<file path="src/rtl/eeg_loader_pkg.sv">
// Shared sizes, types and helpers for the EEG epoch loader (package Defines).
// The loader top also honours the optional EEG_OVERRUN_FLAG_EN build macro.
`timescale 1ns/1ps
package Defines;

    localparam int NUM_PATCHES          = 60;
    localparam int PATCH_LEN            = 64;
    localparam int ADC_BITWIDTH         = 16;
    localparam int Q_STO_INT_RES_DOUBLE = 20;
    localparam int EEG_NUM_SAMPLES      = NUM_PATCHES * PATCH_LEN;

    typedef logic [ADC_BITWIDTH-1:0]                   AdcData_t;
    typedef logic [15:0]                               IntResAddr_t;
    typedef logic signed [29:0]                        IntResDouble_t;
    typedef logic [$clog2(EEG_NUM_SAMPLES+1)-1:0]      SampleCount_t;

    typedef enum logic {SINGLE_WIDTH, DOUBLE_WIDTH} DataWidth_t;

    typedef enum logic {EEG_INPUT_MEM, FEATURE_MEM} MemRegion_t;
    localparam IntResAddr_t mem_map [2] = '{16'd0, 16'd3840};

    typedef enum logic [1:0] {IDLE, LOAD, FLUSH} EegLoaderState_t;

    typedef struct packed {
        IntResAddr_t   addr;
        IntResDouble_t data;
    } EegWrite_t;

    // Inverting the MSB is the same as subtracting mid-scale from an offset-binary word.
    function automatic IntResDouble_t adc_to_q(input AdcData_t s);
        logic signed [ADC_BITWIDTH-1:0] centred;
        IntResDouble_t                  wide;
        centred = {~s[ADC_BITWIDTH-1], s[ADC_BITWIDTH-2:0]};
        wide    = IntResDouble_t'(centred);
        return wide <<< (Q_STO_INT_RES_DOUBLE - (ADC_BITWIDTH - 1));
    endfunction

endpackage

</file>
<file path="src/rtl/eeg_loader_sample_fifo.sv">
// Two-entry FIFO of pending (address, data) writes with registered head output.
// A push into a full FIFO is accepted only when a pop frees a slot in the same cycle.
`timescale 1ns/1ps
module eeg_sample_fifo
    import Defines::*;
(
    input  logic      clk,
    input  logic      rst_n,
    input  logic      push,
    input  EegWrite_t push_data,
    input  logic      pop,
    output EegWrite_t head,
    output logic      full,
    output logic      empty
);

    EegWrite_t  entries [2];
    logic       rd_ptr;
    logic       wr_ptr;
    logic [1:0] level;
    logic       do_pop;
    logic       do_push;

    assign do_pop  = pop & (level != 2'd0);
    assign do_push = push & ((level != 2'd2) | do_pop);

    // NOTE: storage is reset as well so the head reads zero straight out of reset.
    always_ff @(posedge clk or negedge rst_n) begin
        if (!rst_n) begin
            entries[0] <= '0;
            entries[1] <= '0;
            rd_ptr     <= 1'b0;
            wr_ptr     <= 1'b0;
            level      <= 2'd0;
        end else begin
            // NOTE: non-blocking assignments let every register see pre-edge values.
            if (do_push) begin
                entries[wr_ptr] <= push_data;
                wr_ptr          <= ~wr_ptr;
            end
            if (do_pop) begin
                rd_ptr <= ~rd_ptr;
            end
            level <= level + 2'(do_push) - 2'(do_pop);
        end
    end

    assign head  = entries[rd_ptr];
    assign full  = (level == 2'd2);
    assign empty = (level == 2'd0);

endmodule

</file>
<file path="src/rtl/eeg_loader.sv">
// Loads one EEG epoch: converts ADC samples to Q20 and streams them to memory.
// Build macro EEG_OVERRUN_FLAG_EN adds a sticky overrun output.
`timescale 1ns/1ps
module eeg_loader
    import Defines::*;
(
    input  logic          clk,
    input  logic          rst_n,
    input  logic          start,
    input  logic          new_sample,
    input  AdcData_t      sample,
    output logic          wr_req,
    input  logic          wr_gnt,
    output IntResAddr_t   wr_addr,
    output IntResDouble_t wr_data,
    output DataWidth_t    wr_width,
    output logic          busy,
    output logic          done
`ifdef EEG_OVERRUN_FLAG_EN
    ,
    output logic          overrun
`endif
);

    EegLoaderState_t state_q;
    EegLoaderState_t state_d;
    SampleCount_t    count_q;
    EegWrite_t       fifo_in;
    EegWrite_t       fifo_head;
    logic            fifo_full;
    logic            fifo_empty;
    logic            pop;
    logic            take;
    logic            accept;
    logic            start_ok;

    assign pop    = wr_req & wr_gnt;
    assign take   = (state_q == LOAD) & new_sample;
    assign accept = take & (~fifo_full | pop);

    assign fifo_in = '{addr: mem_map[EEG_INPUT_MEM] + IntResAddr_t'(count_q),
                       data: adc_to_q(sample)};

    eeg_sample_fifo u_fifo (
        .clk       (clk),
        .rst_n     (rst_n),
        .push      (accept),
        .push_data (fifo_in),
        .pop       (pop),
        .head      (fifo_head),
        .full      (fifo_full),
        .empty     (fifo_empty)
    );

    always_ff @(posedge clk or negedge rst_n) begin
        if (!rst_n) begin
            state_q <= IDLE;
        end else begin
            state_q <= state_d;
        end
    end

    // NOTE: every output of this block gets a default first so no latch is inferred.
    always_comb begin
        state_d  = state_q;
        busy     = 1'b0;
        done     = 1'b0;
        start_ok = 1'b0;
        case (state_q)
            IDLE: begin
                if (start) begin
                    start_ok = 1'b1;
                    state_d  = LOAD;
                end
            end
            LOAD: begin
                busy = 1'b1;
                if (accept && count_q == SampleCount_t'(EEG_NUM_SAMPLES - 1)) begin
                    state_d = FLUSH;
                end
            end
            FLUSH: begin
                if (fifo_empty) begin
                    done    = 1'b1;
                    state_d = IDLE;
                end else begin
                    busy = 1'b1;
                end
            end
            default: state_d = IDLE;
        endcase
    end

    always_ff @(posedge clk or negedge rst_n) begin
        if (!rst_n) begin
            count_q <= '0;
        end else if (start_ok) begin
            count_q <= '0;
        end else if (accept) begin
            count_q <= count_q + SampleCount_t'(1);
        end
    end

`ifdef EEG_OVERRUN_FLAG_EN
    logic drop;
    assign drop = take & fifo_full & ~pop;

    always_ff @(posedge clk or negedge rst_n) begin
        if (!rst_n) begin
            overrun <= 1'b0;
        end else if (start_ok) begin
            overrun <= 1'b0;
        end else if (drop) begin
            overrun <= 1'b1;
        end
    end
`endif

    assign wr_req   = ~fifo_empty;
    assign wr_addr  = fifo_head.addr;
    assign wr_data  = fifo_head.data;
    assign wr_width = DOUBLE_WIDTH;

endmodule

</file>
<file path="config.mk">
export PLATFORM = sky130hd
export DESIGN_NAME = eeg_loader
export DESIGN_NICKNAME = d
export VERILOG_FILES = /design/src/rtl/eeg_loader_pkg.sv /design/src/rtl/eeg_loader_sample_fifo.sv /design/src/rtl/eeg_loader.sv
export SDC_FILE = /design/constraint.sdc
export NUM_CORES = 1
export LEC_CHECK = 0
export ABC_AREA = 1
export CORE_MARGIN = 2
export CORE_UTILIZATION = 45
export DETAILED_ROUTE_END_ITERATION = 10
export MAX_ROUTING_LAYER = met4
export PLACE_DENSITY = 0.68
export RECOVER_POWER = 25
export SLEW_MARGIN = 40
export SYNTH_ARGS = -nofsm -noshare
export SYNTH_HDL_FRONTEND = slang
export SYNTH_SLANG_ARGS = --single-unit
</file>
<file path="constraint.sdc">
create_clock -name clk -period 3.2 [get_ports clk]
set_input_delay 0.32 -clock clk [delete_from_list [all_inputs] [get_ports clk]]
set_output_delay 0.32 -clock clk [all_outputs]
set_load 0.02 [all_outputs]
</file>
==> results.md, run 1 <==
* Fillers at 755
* Vias/cell at 4.806
* PnR worst setup slack at 0.7084 ns
* Worst setup EP type: output pin
* WL/cell at 12.00 µm
* F_max at 0.4014 GHz
* I/O pin count at 71
* Peak VDD IR at 0.3977 mV
* Most common cell on crit path: nand2_1
* Area of the mapped netlist at 3660 µm²
* Lkg Pwr at 2.172 nW
* Most common cell after layout, fill and taps aside: nand2_1
* Number of synthesized register bits at 74
* Antenna Nets Post-Route at 0
* Cells after Synth at 455
* Routed WL at 7296 µm
* Chip height at 94.18 µm
* CTS Sinks at 74
* CTS tree: built
* Synth warnings at 0
* Slew @ Worst Pin at 1.532 ns
* Register area share after synthesis at 50.60%
* Fraction of layout cells with a size suffix above 1 at 6.719%
* Final hold violation count at 0
* Final instance area at 4410 µm²
* Die width at 94.18 µm
* Clock Pin Slew Worst Setup and Hold Paths at 0.08 ns
* # hold bufs at CTS at 1
* Initial Util at 46.88%
* Longest Clk Path Bufs at 2
* Final non-filler cell total at 608
* Ant diodes at 0
* Slew Viols, Final at 28
* RSZ-0062 raised after global routing: no
* Die Footprint at 8870 µm²
* Average size of a mapped cell at 8.043 µm²
* First-pass GRT wire length at 12,880 µm
* Period utilization at 77.86%
* Post-DP HPWL at 4798 µm
* Core Area at 7807 µm²
* Worst setup path category: reg -> out
* CTS Buf Count at 9
* CP max-delay cell: clkdlybuf4s50_1
* Initial antenna violation count at 0
* Max incr delay on CP at 0.67 ns
* Crit start category: flop
* Result of the run: finished, violations left
* CP Max Fanout at 28
* Critical Path RT at 2.88 ns
* Rows at 32
* Hold Crit Class: reg -> reg
* Post-CTS sizing at 0
* Total number of vias at 2,922
* Layout Nets at 529
* CTS root buffer: clkbuf_8
* Skew-Pair Late Insertion Delay at 0.36 ns
* Clk_skew at 0.008887 ns
* Placed cell count at 591
* Pre-CTS setup slack at 1.063 ns
* Drt first pass iters at 4
* Gpl congestion at 0.8442
* Placed inst area at 4177 µm²
* Endpoints failing setup at 0
* Commonest cells after routing, fill and taps aside: nand2_1 (177), dfrtp_1 (74), clkdlybuf4s50_1 (59)
* CP cell instances: inv_2 > nand2_1 > nand2_1 > clkdlybuf4s50_1
* Final min period at 2.492 ns
* Area grow syn2layout at 20.51%
* Failing checks: capacitance limit, slew limit
* Cell Pwr Density at 905.7 nW/µm²
* GR Util All Layers at 19.27%
* Max-cap check violation count at 1
* Vias in the first global route at 2,830
* DRC Markers at 0
* IO Port Bufs at 60
* R2R setup slack at 1.32 ns
* Largest net degree at the start of global routing at 58
* CP arrival at 2.17 ns
* Post-synth cell types at 30
* H-tree depth at 3
* Setup tns final at 0 ns
* Post-CTS Setup Inserts at 0
* DRT iter0 DRCs at 202
* Remaining global-route overflow at 0
* Worst rel slew slack at -2.107%
[flip-flops by register name (all words and copies together), names as in the netlist]
register,cells
u_fifo.entries,56
count_q,12
u_fifo.rd_ptr,1
u_fifo.level,2
state_q,2
u_fifo.wr_ptr,1
[area by class of cell]
cell class	count	area, µm²	share of cell area (%)
Timing Repair Buffer	64	624.3	14.16
Multi-Input combinational cell	310	1419	32.17
Clock buffer	11	141.4	3.206
Clock inverter	5	86.33	1.957
Sequential cell	74	1852	41.99
Tap cell	102	127.6	2.894
Inverter	42	160.2	3.631
[where the power goes]
part,internal [mW],leakage (nW),total (mW),switching [mW]
logic,0.739,1.08,1.79,1.05
clock network,0.466,0.114,0.822,0.356
registers,1.23,0.973,1.39,0.160
total,2.43,2.17,3.99,1.56
[through the flow]
step           hold WS, ns  util (%)  power, mW
3_5_place_dp        0.3774     53.49      3.213
4_1_cts             0.4895     56.54      4.046
6_report            0.4850     56.49      3.995
3_3_place_gp        0.3795     53.43      3.171
2_1_floorplan      0.02441         -      2.631
5_1_grt             0.5071     56.49      4.294
[cell usage after synthesis (all sizes together)]
cell | count | area [µm²]
clkbuf | 6 | 25.02
a21oi | 4 | 20.02
xor2 | 1 | 8.760
dfrtp | 74 | 1852
o21a | 1 | 7.510
o21ai | 65 | 362.8
or2 | 1 | 8.760
conb | 2 | 7.510
ha | 7 | 87.58
nand2 | 179 | 679.4
xnor2 | 2 | 17.52
inv | 41 | 156.4
nor3 | 1 | 5.000
nand3 | 11 | 60.06
nand4 | 3 | 18.77
nor2 | 24 | 90.09
a21boi | 1 | 7.510
buf | 31 | 241.5
clkinv | 1 | 3.750
[worst max-delay path, delay by kind of cell, from the launching register on]
kind | cells | cell delay [ns]
buf+inv | 2 | 1.06
flops | 1 | 0.39
simple gates | 2 | 0.34
[path summary, 6_finish.rpt]
| path | depth (start not counted) | endpoint | start |
|---|---|---|---|
| max in group asynchronous | 3 | u_fifo.entries[28] | rst_n |
| max | 4 | wr_data[22] | u_fifo.rd_ptr |
| min in group asynchronous | 2 | u_fifo.entries[12] | rst_n |
| min | 2 | u_fifo.entries[52] | u_fifo.entries[52] |
| max reg2reg | 7 | u_fifo.entries[74] | state_q[1] |
| min reg2reg | 2 | u_fifo.entries[52] | u_fifo.entries[52] |
[cell families after synthesis]
group | count (synthesis) | share of synthesized area [%]
flops | 74 | 50.60
other cells | 2 | 0.2052
simple gates | 219 | 23.56
xor+xnor | 3 | 0.7181
fa+ha+maj | 7 | 2.393
compound gates | 71 | 10.87
buf+inv | 79 | 11.66
[routing by layer]
metal,vias up,GRT usage (%),share of wire [%]
li1,1474,-,-
met1,1350,23.93,46
met2,84,30.36,47
met3,14,3.451,5.4
met4,0,9.903,2.1
met5,-,-,0
Power figures use the tool's default switching activity.
==> run 2, diff against run 1 <==
- clock period: 3.2 -> 2.4 ns (I/O delays scaled with it)
==> results.md, run 2 (synthesis gave the netlist of run 1 again) <==
* Vias in the first global route at 2,793
* Clk_skew at 0.008541 ns
* Antenna Nets Post-Route at 0
* DRT iter0 DRCs at 173
* Result of the run: finished, violations left
* Final min period at 2.238 ns
* Met3 usage at 2.970%
* Cell Pwr Density at 1222 nW/µm²
* Initial antenna violation count at 0
* Failing checks: capacitance limit, slew limit
* H-tree depth at 3
* CP Max Fanout at 3
* Max reg flops at 56
* Largest net degree at the start of global routing at 58
* CTS Sinks at 74
* Chip height at 94.18 µm
* Rows at 32
* R2R depth at 10
* Max-cap check violation count at 1
* M1 GR Usage at 23.66%
* Reg-to-Reg Start: state_q[1]
* Biggest regs: u_fifo.entries: 56 flops, count_q: 12 flops
* CP Launch Point: state_q[0]
* Worst rel slew slack at -16.76%
* Setup tns final at 0 ns
* Total number of vias at 2,920
* Peak VDD IR at 0.4710 mV
* CTS Buf Count at 9
* Gpl congestion at 0.7986
* Die Footprint at 8870 µm²
* I/O pin count at 71
* Ant diodes at 0
* Slew @ Worst Pin at 1.751 ns
* Fillers at 730
* Period utilization at 93.23%
* Slew Viols, Final at 33
* Drt first pass iters at 5
* Final hold violation count at 0
* R2R setup slack at 0.52 ns
* Skew-Pair Late Insertion Delay at 0.35 ns
* Worst setup EP type: output pin
* Met2 Track Usage GR at 30.48%
* Longest Clk Path Bufs at 2
* Final non-filler cell total at 610
* CTS tree: built
* CP arrival at 2.00 ns
* GR Util All Layers at 18.67%
* Vias/cell at 4.787
* Layout Nets at 531
* Hold Crit Class: in -> reg
* Core Area at 7807 µm²
* Fraction of layout cells with a size suffix above 1 at 7.283%
* Initial Util at 46.88%
* Worst setup path category: reg -> out
* Remaining global-route overflow at 0
* IO Port Bufs at 60
* Crit start category: flop
* Most common cell after layout, fill and taps aside: nand2_1
* CTS root buffer: clkbuf_8
* Die width at 94.18 µm
* Top Usage Layer GRT: met2
* F_max at 0.4469 GHz
* Placed cell count at 593
* Lkg Pwr at 2.188 nW
* Routed WL at 7166 µm
* Footprint of the multi-input gates at 1414 µm²
* DRC Markers at 0
* Crit path capture: busy
* Worst r2r dst: u_fifo.entries[18]
* Biggest register: u_fifo.entries
* Register area at 1852 µm²
* First-pass GRT wire length at 12,680 µm
* WL/cell at 11.75 µm
* Clock Pin Slew Worst Setup and Hold Paths at 0.08 ns
* Post-DP HPWL at 4929 µm
* Commonest cells after routing, fill and taps aside: nand2_1 (177), dfrtp_1 (74), clkdlybuf4s50_1 (59)
* Endpoints failing setup at 0
* RSZ-0062 raised after global routing: no
* Area grow syn2layout at 21.71%
* Critical Path RT at 2.16 ns
-- run 2: how the worst min path moves through the flow --
| stage | start | endpoint | slack, ns | depth (start not counted) |
|---|---|---|---|---|
| 4_1_cts | sample[1] | u_fifo.entries[52] | 0.44 | 3 |
| 3_5_place_dp | rst_n | u_fifo.entries[62] | 0.35 | 1 |
| 3_3_place_gp | rst_n | u_fifo.entries[62] | 0.34 | 1 |
| 2_1_floorplan | rst_n | count_q[0] | -0.06 | 0 |
| 6_report | sample[1] | u_fifo.entries[52] | 0.45 | 3 |
| 5_1_grt | sample[3] | u_fifo.entries[54] | 0.48 | 3 |
-- run 2: through the flow --
| step | cell area [µm²] | hold slack, ns | total power, mW | setup slack [ns] | utilization (%) |
|---|---|---|---|---|---|
| finish | 4454 | 0.4521 | 5.445 | 0.1625 | 57.05 |
| detailed placement | 4199 | 0.3512 | 4.306 | 0.4807 | 53.78 |
| CTS | 4459 | 0.4415 | 5.503 | 0.09720 | 57.12 |
| global placement | 4199 | 0.3409 | 4.244 | 0.5357 | 53.78 |
| global route | 4454 | 0.4786 | 5.855 | 0.01755 | 57.05 |
| floorplan | 3690 | -0.05559 | 3.508 | 0.7231 | - |
-- run 2: critical path, stage by stage, from the launching register on --
cell and delay, ns:
dfrtp_1 0.40, inv_1 0.12, ha_1 0.15, inv_1 0.05
nor2_1 0.20, o21a_1 0.14, clkdlybuf4s50_1 0.59
-- run 2: layer usage --
| layer | routed length (µm) | vias to the layer above |
|---|---|---|
| met3 | 368 | 13 |
| met2 | 3354 | 83 |
| met1 | 3322 | 1340 |
| met5 | 0 | - |
| met4 | 121 | 0 |
| li1 | - | 1484 |
-- run 2: layout make-up --
| type | count | share of cell area [%] |
|---|---|---|
| flip-flops and latches | 74 | 41.57 |
| multi-input cells | 310 | 31.74 |
| repair buffers | 66 | 14.58 |
| inverters | 42 | 3.624 |
| clock buffers | 10 | 3.090 |
| well taps | 102 | 2.865 |
| clock inverters | 6 | 2.528 |
-- run 2: where the power goes --
group	internal, mW	total (mW)	switching (mW)	leakage [nW]
clock network	0.723	1.19	0.466	0.127
registers	1.63	1.85	0.213	0.973
logic	1.01	2.41	1.40	1.09
total	3.37	5.44	2.08	2.19
-- run 2: timing repair --
item	4_1_cts	5_1_grt
resized for setup	0	2
endpoints found under the setup margin	0	10
hold endpoints to repair	31	0
hold buffers	1	0
setup buffers	0	0
